==> config.mk <==
export PLATFORM = sky130hd
export DESIGN_NAME = key_debounce
export DESIGN_NICKNAME = d
export VERILOG_FILES = /design/src/rtl/key_debounce.sv
export SDC_FILE = /design/constraint.sdc
export NUM_CORES = 1
export LEC_CHECK = 0
export ABC_AREA = 1
export BUFFER_PORTS_ARGS = -buffer_cell sky130_fd_sc_hd__buf_2
export CORE_MARGIN = 2
export CORE_UTILIZATION = 55
export CTS_BUF_LIST = sky130_fd_sc_hd__clkbuf_4
export CTS_CLUSTER_SIZE = 16
export DETAILED_ROUTE_END_ITERATION = 10
export GPL_TIMING_DRIVEN = 0
export PLACE_DENSITY_LB_ADDON = 0.15
export SYNTH_ARGS = -nofsm -noshare
export SYNTH_HDL_FRONTEND = slang
export SYNTH_SLANG_ARGS = --single-unit
export TNS_END_PERCENT = 10
==> constraint.sdc <==
create_clock -name clk -period 2.07 [get_ports clk]
set_input_delay 0.3105 -clock clk [delete_from_list [all_inputs] [get_ports clk]]
set_output_delay 0.3105 -clock clk [all_outputs]
set_load 0.03 [all_outputs]
==> src/rtl/key_debounce.sv <==
// Push-button conditioner: 2-flop synchronizer, debounce FSM, and registered
// level / press / release / auto-repeat outputs for one key.
module key_debounce #(
    parameter int DEB_CYCLES    = 1000000,
    parameter int REPEAT_DELAY  = 25000000,
    parameter int REPEAT_PERIOD = 5000000,
    parameter int ACTIVE_LOW    = 1
) (
    input  logic clk,
    input  logic rst,
    input  logic key_in,
    output logic key_level,
    output logic key_press,
    output logic key_release,
    output logic key_repeat
);

    // state     | meaning
    // IDLE      | key released and stable
    // PRESS_CHK | pressed level seen, waiting for it to stay stable
    // HELD      | press accepted, auto-repeat timer running
    // REL_CHK   | released level seen while held, repeat timer frozen
    typedef enum logic [1:0] {IDLE, PRESS_CHK, HELD, REL_CHK} state_t;

    localparam int DCW  = (DEB_CYCLES > 1) ? $clog2(DEB_CYCLES) : 1;
    localparam int RMAX = (REPEAT_DELAY > REPEAT_PERIOD) ? REPEAT_DELAY : REPEAT_PERIOD;
    localparam int RCW  = (RMAX > 1) ? $clog2(RMAX) : 1;

    localparam logic [DCW-1:0] DEB_LAST  = DCW'(DEB_CYCLES - 1);
    localparam logic [RCW-1:0] RPT_FIRST = (REPEAT_DELAY > 0) ? RCW'(REPEAT_DELAY - 1) : '0;
    // Reloading to DELAY-PERIOD makes every later pulse land PERIOD cycles apart.
    localparam logic [RCW-1:0] RPT_RELOAD =
        (REPEAT_DELAY > REPEAT_PERIOD) ? RCW'(REPEAT_DELAY - REPEAT_PERIOD) : '0;
    localparam logic REL_LVL = (ACTIVE_LOW != 0);

    state_t         state_q, state_d;
    logic [1:0]     sync_q;
    logic [DCW-1:0] dcnt_q, dcnt_d;
    logic [RCW-1:0] rcnt_q, rcnt_d;
    logic           level_q, level_d;
    logic           press_q, press_d;
    logic           release_q, release_d;
    logic           repeat_q, repeat_d;
    logic           p;

    assign p = sync_q[1] ^ REL_LVL;

    always_ff @(posedge clk) begin
        if (!rst) begin
            sync_q    <= {2{REL_LVL}};
            state_q   <= IDLE;
            dcnt_q    <= '0;
            rcnt_q    <= '0;
            level_q   <= 1'b0;
            press_q   <= 1'b0;
            release_q <= 1'b0;
            repeat_q  <= 1'b0;
        end else begin
            sync_q    <= {sync_q[0], key_in};
            state_q   <= state_d;
            dcnt_q    <= dcnt_d;
            rcnt_q    <= rcnt_d;
            level_q   <= level_d;
            press_q   <= press_d;
            release_q <= release_d;
            repeat_q  <= repeat_d;
        end
    end

    always_comb begin
        state_d   = state_q;
        dcnt_d    = dcnt_q;
        rcnt_d    = rcnt_q;
        level_d   = level_q;
        press_d   = 1'b0;
        release_d = 1'b0;
        repeat_d  = 1'b0;
        unique case (state_q)
            IDLE: begin
                if (p) begin
                    state_d = PRESS_CHK;
                    dcnt_d  = '0;
                end
            end
            PRESS_CHK: begin
                if (!p) begin
                    state_d = IDLE;
                end else if (dcnt_q == DEB_LAST) begin
                    state_d = HELD;
                    level_d = 1'b1;
                    press_d = 1'b1;
                    rcnt_d  = '0;
                end else begin
                    dcnt_d = dcnt_q + 1'b1;
                end
            end
            HELD: begin
                if (!p) begin
                    state_d = REL_CHK;
                    dcnt_d  = '0;
                end else if (REPEAT_DELAY != 0) begin
                    if (rcnt_q == RPT_FIRST) begin
                        repeat_d = 1'b1;
                        rcnt_d   = RPT_RELOAD;
                    end else begin
                        rcnt_d = rcnt_q + 1'b1;
                    end
                end
            end
            REL_CHK: begin
                if (p) begin
                    state_d = HELD;
                end else if (dcnt_q == DEB_LAST) begin
                    state_d   = IDLE;
                    level_d   = 1'b0;
                    release_d = 1'b1;
                end else begin
                    dcnt_d = dcnt_q + 1'b1;
                end
            end
            default: state_d = IDLE;
        endcase
    end

    assign key_level   = level_q;
    assign key_press   = press_q;
    assign key_release = release_q;
    assign key_repeat  = repeat_q;

endmodule

* Word-level counts from Yosys, hierarchy flattened *
Cells that the tools add are included.

word-level totals
  register bits after elaboration = 53

cells by class
  $add $sub $neg = 2
  equal/unequal tests = 14
  mux-type cells = 25
  bitwise gates (word level) = 3
  reductions and logical operators = 10

operators by type and width
  cell                     count
  $mux W20                 5
  $mux W25                 4
  $pmux W20 S4             1
  $pmux W25 S2             1
  $add A25 B1 Y25 const B  1
  $eq A25 B25 Y1 const B   1
  $add A20 B1 Y20 const B  1
  $eq A20 B20 Y1 const B   1
  $ne A2 B2 Y1 const B     7
  $mux W2                  6
  $reduce_and A4 Y1        3
  $pmux W2 S4              1
  $mux W1                  6
  $ne A3 B3 Y1 const B     2
  $reduce_or A3 Y1         2
  $reduce_and A5 Y1        1
  $eq A2 B2 Y1 const B     2
  $reduce_bool A2 Y1       2
  $not A1 Y1               3
  $reduce_and A3 Y1        1
  $eq A2 B1 Y1 const B     1
  $logic_not A2 Y1         1
  $pmux W1 S2              1

* Longest topological paths before layout *
  depth in word-level cells = 4
  gate-level depth with buffers = 12
  mapped depth without buffers = 11

* Least setup slack after synthesis *
OpenSTA, ideal clock, no wires.

  path kind = register to register
  start = register rcnt_q[0]
  end = register rcnt_q[9]
  data arrival time = 1.436 ns
  required time = 1.957 ns
  path slack = 0.521 ns
  cell stages (with the launch flop) = 11
  buffers on the path = 0
  cells stage by stage = dfxtp_1 ha_1 nand2_1 nor2_1 nand3_1 nor2_1 nor2_1 nand2_1 nand2_1 nand2_1 nor2_1

on the way
  cells in the longest elaborated chain, start to end = 4
  elaborated cells on any way between the ends = 5
  those cells by class = 1 x add/sub; 1 x eq/ne; 3 x mux

RTL lines
  what                                               RTL line  text
  start, declared                                    39        logic [RCW-1:0] rcnt_q, rcnt_d;
  start signal, assigned                             62        rcnt_q <= rcnt_d;
  $add A25 B1 Y25 or $eq A25 B25 Y1 (tied branches)  106, 102
  $mux W25 *                                         102       if (rcnt_q == RPT_FIRST) begin
  $mux W25 *                                         98        if (!p) begin
  $pmux W25 S2 *                                     78        unique case (state_q)

Mark *: on every way between the ends. The rest lies on a longest branch, timed or not. The select of a mux whose other input is x is not followed.
A chain may end at the register's enable or synchronous reset.

* Worst setup path after layout *
Ends and elaborated chain as after synthesis.

==> results.yml <==
route:
  drt_iter0_markers: 211
  vias: 3372
  vias_per_cell: 5.252
  postRouteAntennaNets: 0
  drc: 0
  first_pass_iters: 5
  wl_per_cell_um: 12.74
  routed_wl_um: 8177
synthesis:
  synthArstFlopShare: 0
  ys_ff_latch: 53
  yosys_warnings: 0
  synth-edff-count: 0
  synth_top_cell_area_share: 0.3224
  synth.cell_area_sq_mm: 0.003291
  ys_seq_area_frac: 0.3224
  ys_top_cells_by_area: "dfxtp_1 32%, nand2_1 21%, nor2_1 11%"
  postSynthAreaPerCell_sq_um: 5.951
  yosysUniqueCellTypes: 31
  syn_inst: 553
  yosys.area.top_type: "dfxtp_1"
  syn-num-nets: 558
  synth_ff_type: "dfxtp_1"
power_and_ir_drop:
  peakVddDrop_mv: 0.3335
  total_power_mw: 1.608
  power_leakage_nw: 1.249
  p_per_area_mw_per_mm2: 462.3
worst_setup_path:
  critPathSlowestCell: "dfxtp_1"
  reg2reg_from: "rcnt_q[0]$_SDFFE_PN0P_"
  end_kind: "flop"
  rr_worst_depth: 10
  path_cells: "ha_1 > nand2_1 > nor2_2 > nand3_1 > nor2_2 > nor2_1 > nand2_1 > nand2_1 > nand2_1 > nor2_1"
  crit_top_cell: "nand2_1"
  cp_max_fo: 5
  worst-endpoint-required_ns: 2.38
  cpPeakStageDelay_ns: 0.42
  startpoint_type: "flop"
  timing.rr.end: "rcnt_q[9]$_SDFFE_PN0P_"
  r2r_slack_ns: 0.15
  critPathKind: "flop to flop"
  cp_data_arrival_time_ns: 2.23
flow_run:
  cap_viol_max_count: 0
sta:
  tightestPinTransition_ns: 0.5401
  finClkSkew_ns: 0.01407
  drv_slew: 0
  finalSetupTns_ns: 0
  min_period_ns: 1.915
  slew_headroom: 0.6399
  timing.fmax_mhz: 522.1
  rsz0062_at_grt: "no"
  finalSetupViolCount: 0
  hold_violations: 0
  period_share: 0.9253
finish:
  drive_above_1_share: 0.08113
  area_growth_pct: 5.704
  nets: 571
  postLayoutCellArea_sq_mm: 0.003478
  final_util: 0.5945
  diodes: 0
  fillers: 588
cts:
  clk_pin_slew_ns: 0.17
  post-cts-setup-buffers: 0
  clk_latency_ns: 0.39
  numClockSinks: 53
  cts-htree-levels: 2
  cts-root-buf: "clkbuf_4"
  ctsHoldBuffers: 0
  cts_tree: "done"
  cts_max_path_buffers: 2
  cts_made_buffers: 5
die:
  boundaryPins: 7
  rows: 28
  die_w_um: 81.35
  core_area_sq_mm: 0.005851
  die_h_um: 81.35
  start_util: 0.5624
  die-area_sq_mm: 0.006618
global_route:
  track_usage: 0.2608
  grt_pass1_vias: 2974
  grt_overflow_total: 0
  grt_pass1_wl_um: 13370
  grt_start_max_net_pins: 18
  antenna_found_initial: 0
place:
  numPortBuffers: 6
  place_hpwl_um: 6203
  gp_congestion: 0.9421
  dpl_cell_area_sq_mm: 0.003415
outcome:
  status: "completed"
worst_hold_path:
  hp-class: "input pin to flop"
  worstHoldEndpoint: "sync_q[0]$_SDFF_PN1_"
  hp-start: "key_in"
  min_path_cells: 2
## synthesized netlist by cell type, types with 4 or more instances
| cell | count |
|---|---|
| nand4_1 | 7 |
| dfxtp_1 | 53 |
| o21ai_0 | 13 |
| inv_1 | 54 |
| a21oi_1 | 31 |
| nor2_2 | 7 |
| nand3_1 | 48 |
| nor2_1 | 93 |
| xor2_1 | 10 |
| clkbuf_1 | 4 |
| nand2_1 | 184 |
| nand2_2 | 4 |
| nor3_1 | 12 |
## per-layer routing
layer  global-route usage  part of all wire  vias up
li1                     -                 -     1761
met1               0.3060              0.44     1508
met2               0.4836              0.50       92
met3              0.03333             0.039       11
met4              0.08814             0.016        0
met5                    0                 0        -
## layout by cell type, fill, tap and decap left out
cell      synthesis  routed
buf_4             2       2
clkinv_1          3       4
nor3_2            1       1
nor3_1           12      12
xor2_1           10      10
a21oi_1          31      31
nand2_1         184     184
nand3_1          48      48
nand4_1           7       7
clkbuf_1          4       4
inv_2             3       3
inv_6             0       1
inv_1            54      54
dfxtp_1          53      53
xnor2_1           1       1
clkinv_4          0       1
nand2_4           2       2
nor2_2            7       9
ha_1              2       2
a31oi_1           1       1
buf_2             3       9
o21ai_0          13      13
or2_2             2       2
nand2_2           4       4
nand3b_1          3       3
nor2_4            3       3
a21oi_2           2       2
buf_6             1       1
nor3b_1           1       1
nor2_1           93      91
o21ai_1           1       1
o22ai_1           1       1
nand3_2           1       1
clkbuf_4          0       5
## through the flow
step                      worst slack (ns)  std cells  hold WS, ns
after global placement             0.03571        634       0.3969
after global routing               0.04303        642      0.07533
after detailed placement           0.03040        634       0.4043
after floorplan                     0.5213        553       0.3925
final                               0.1545        642      0.08240
after CTS                           0.1032        642      0.08080
## what timing repair did
action	in CTS	in global routing
endpoints found under the hold margin	0	0
gates resized for setup	1	1
setup endpoints to repair	4	3
## critical path: cells and delay by family, from the launching register on
kind	cells	cell delay (ns)
simple gates	9	1.20
flops	1	0.42
fa+ha+maj	1	0.21
## worst max path at each step
| stage | start | to | slack, ns | cells after the start |
|---|---|---|---|---|
| CTS | rcnt_q[0]$_SDFFE_PN0P_ | rcnt_q[5]$_SDFFE_PN0P_ | 0.10 | 10 |
| detailed placement | rcnt_q[0]$_SDFFE_PN0P_ | rcnt_q[9]$_SDFFE_PN0P_ | 0.03 | 10 |
| global route | rcnt_q[0]$_SDFFE_PN0P_ | rcnt_q[2]$_SDFFE_PN0P_ | 0.04 | 10 |
| floorplan | rcnt_q[0]$_SDFFE_PN0P_ | rcnt_q[9]$_SDFFE_PN0P_ | 0.52 | 10 |
| global placement | rcnt_q[0]$_SDFFE_PN0P_ | rcnt_q[9]$_SDFFE_PN0P_ | 0.04 | 10 |
| finish | rcnt_q[0]$_SDFFE_PN0P_ | rcnt_q[9]$_SDFFE_PN0P_ | 0.15 | 10 |
## state kept, by name (all words and copies together), names as in the netlist, named ones only
register / cells
rcnt_q: 25
dcnt_q: 20
sync_q: 2
key_level: 1
key_press: 1
key_release: 1
key_repeat: 1
state_q: 1
## power by group
group	switching [mW]	internal, mW	leakage (nW)	total (mW)
logic	0.0555	0.0180	0.789	0.0735
clock network	0.370	0.136	0.0332	0.507
registers	0.00338	1.02	0.427	1.03
## cells by family (layout without fill, tap and decap cells)
family | count (synthesis) | count (layout) | share of synthesized area
AO/OA/AOI/OAI | 49 | 49 | 0.07757
XOR/XNOR | 11 | 11 | 0.02928
adder cells (fa/ha/maj) | 2 | 2 | 0.007603
buffers and inverters | 70 | 84 | 0.08555
flip-flops | 53 | 53 | 0.3224
AND/OR/NAND/NOR | 368 | 368 | 0.4776
## layout make-up
cell class / count / area, sq um / share of cell area
Timing Repair Buffer: 6 / 30.03 / 0.008633
Inverter: 60 / 225.2 / 0.06475
Buffer: 10 / 56.30 / 0.01619
Tap cell: 75 / 93.84 / 0.02698
Multi-Input combinational cell: 430 / 1953 / 0.5615
Clock inverter: 3 / 21.27 / 0.006115
Clock buffer: 5 / 37.54 / 0.01079
Sequential cell: 53 / 1061 / 0.3050
No activity file was read; power rests on OpenSTA's default activity.
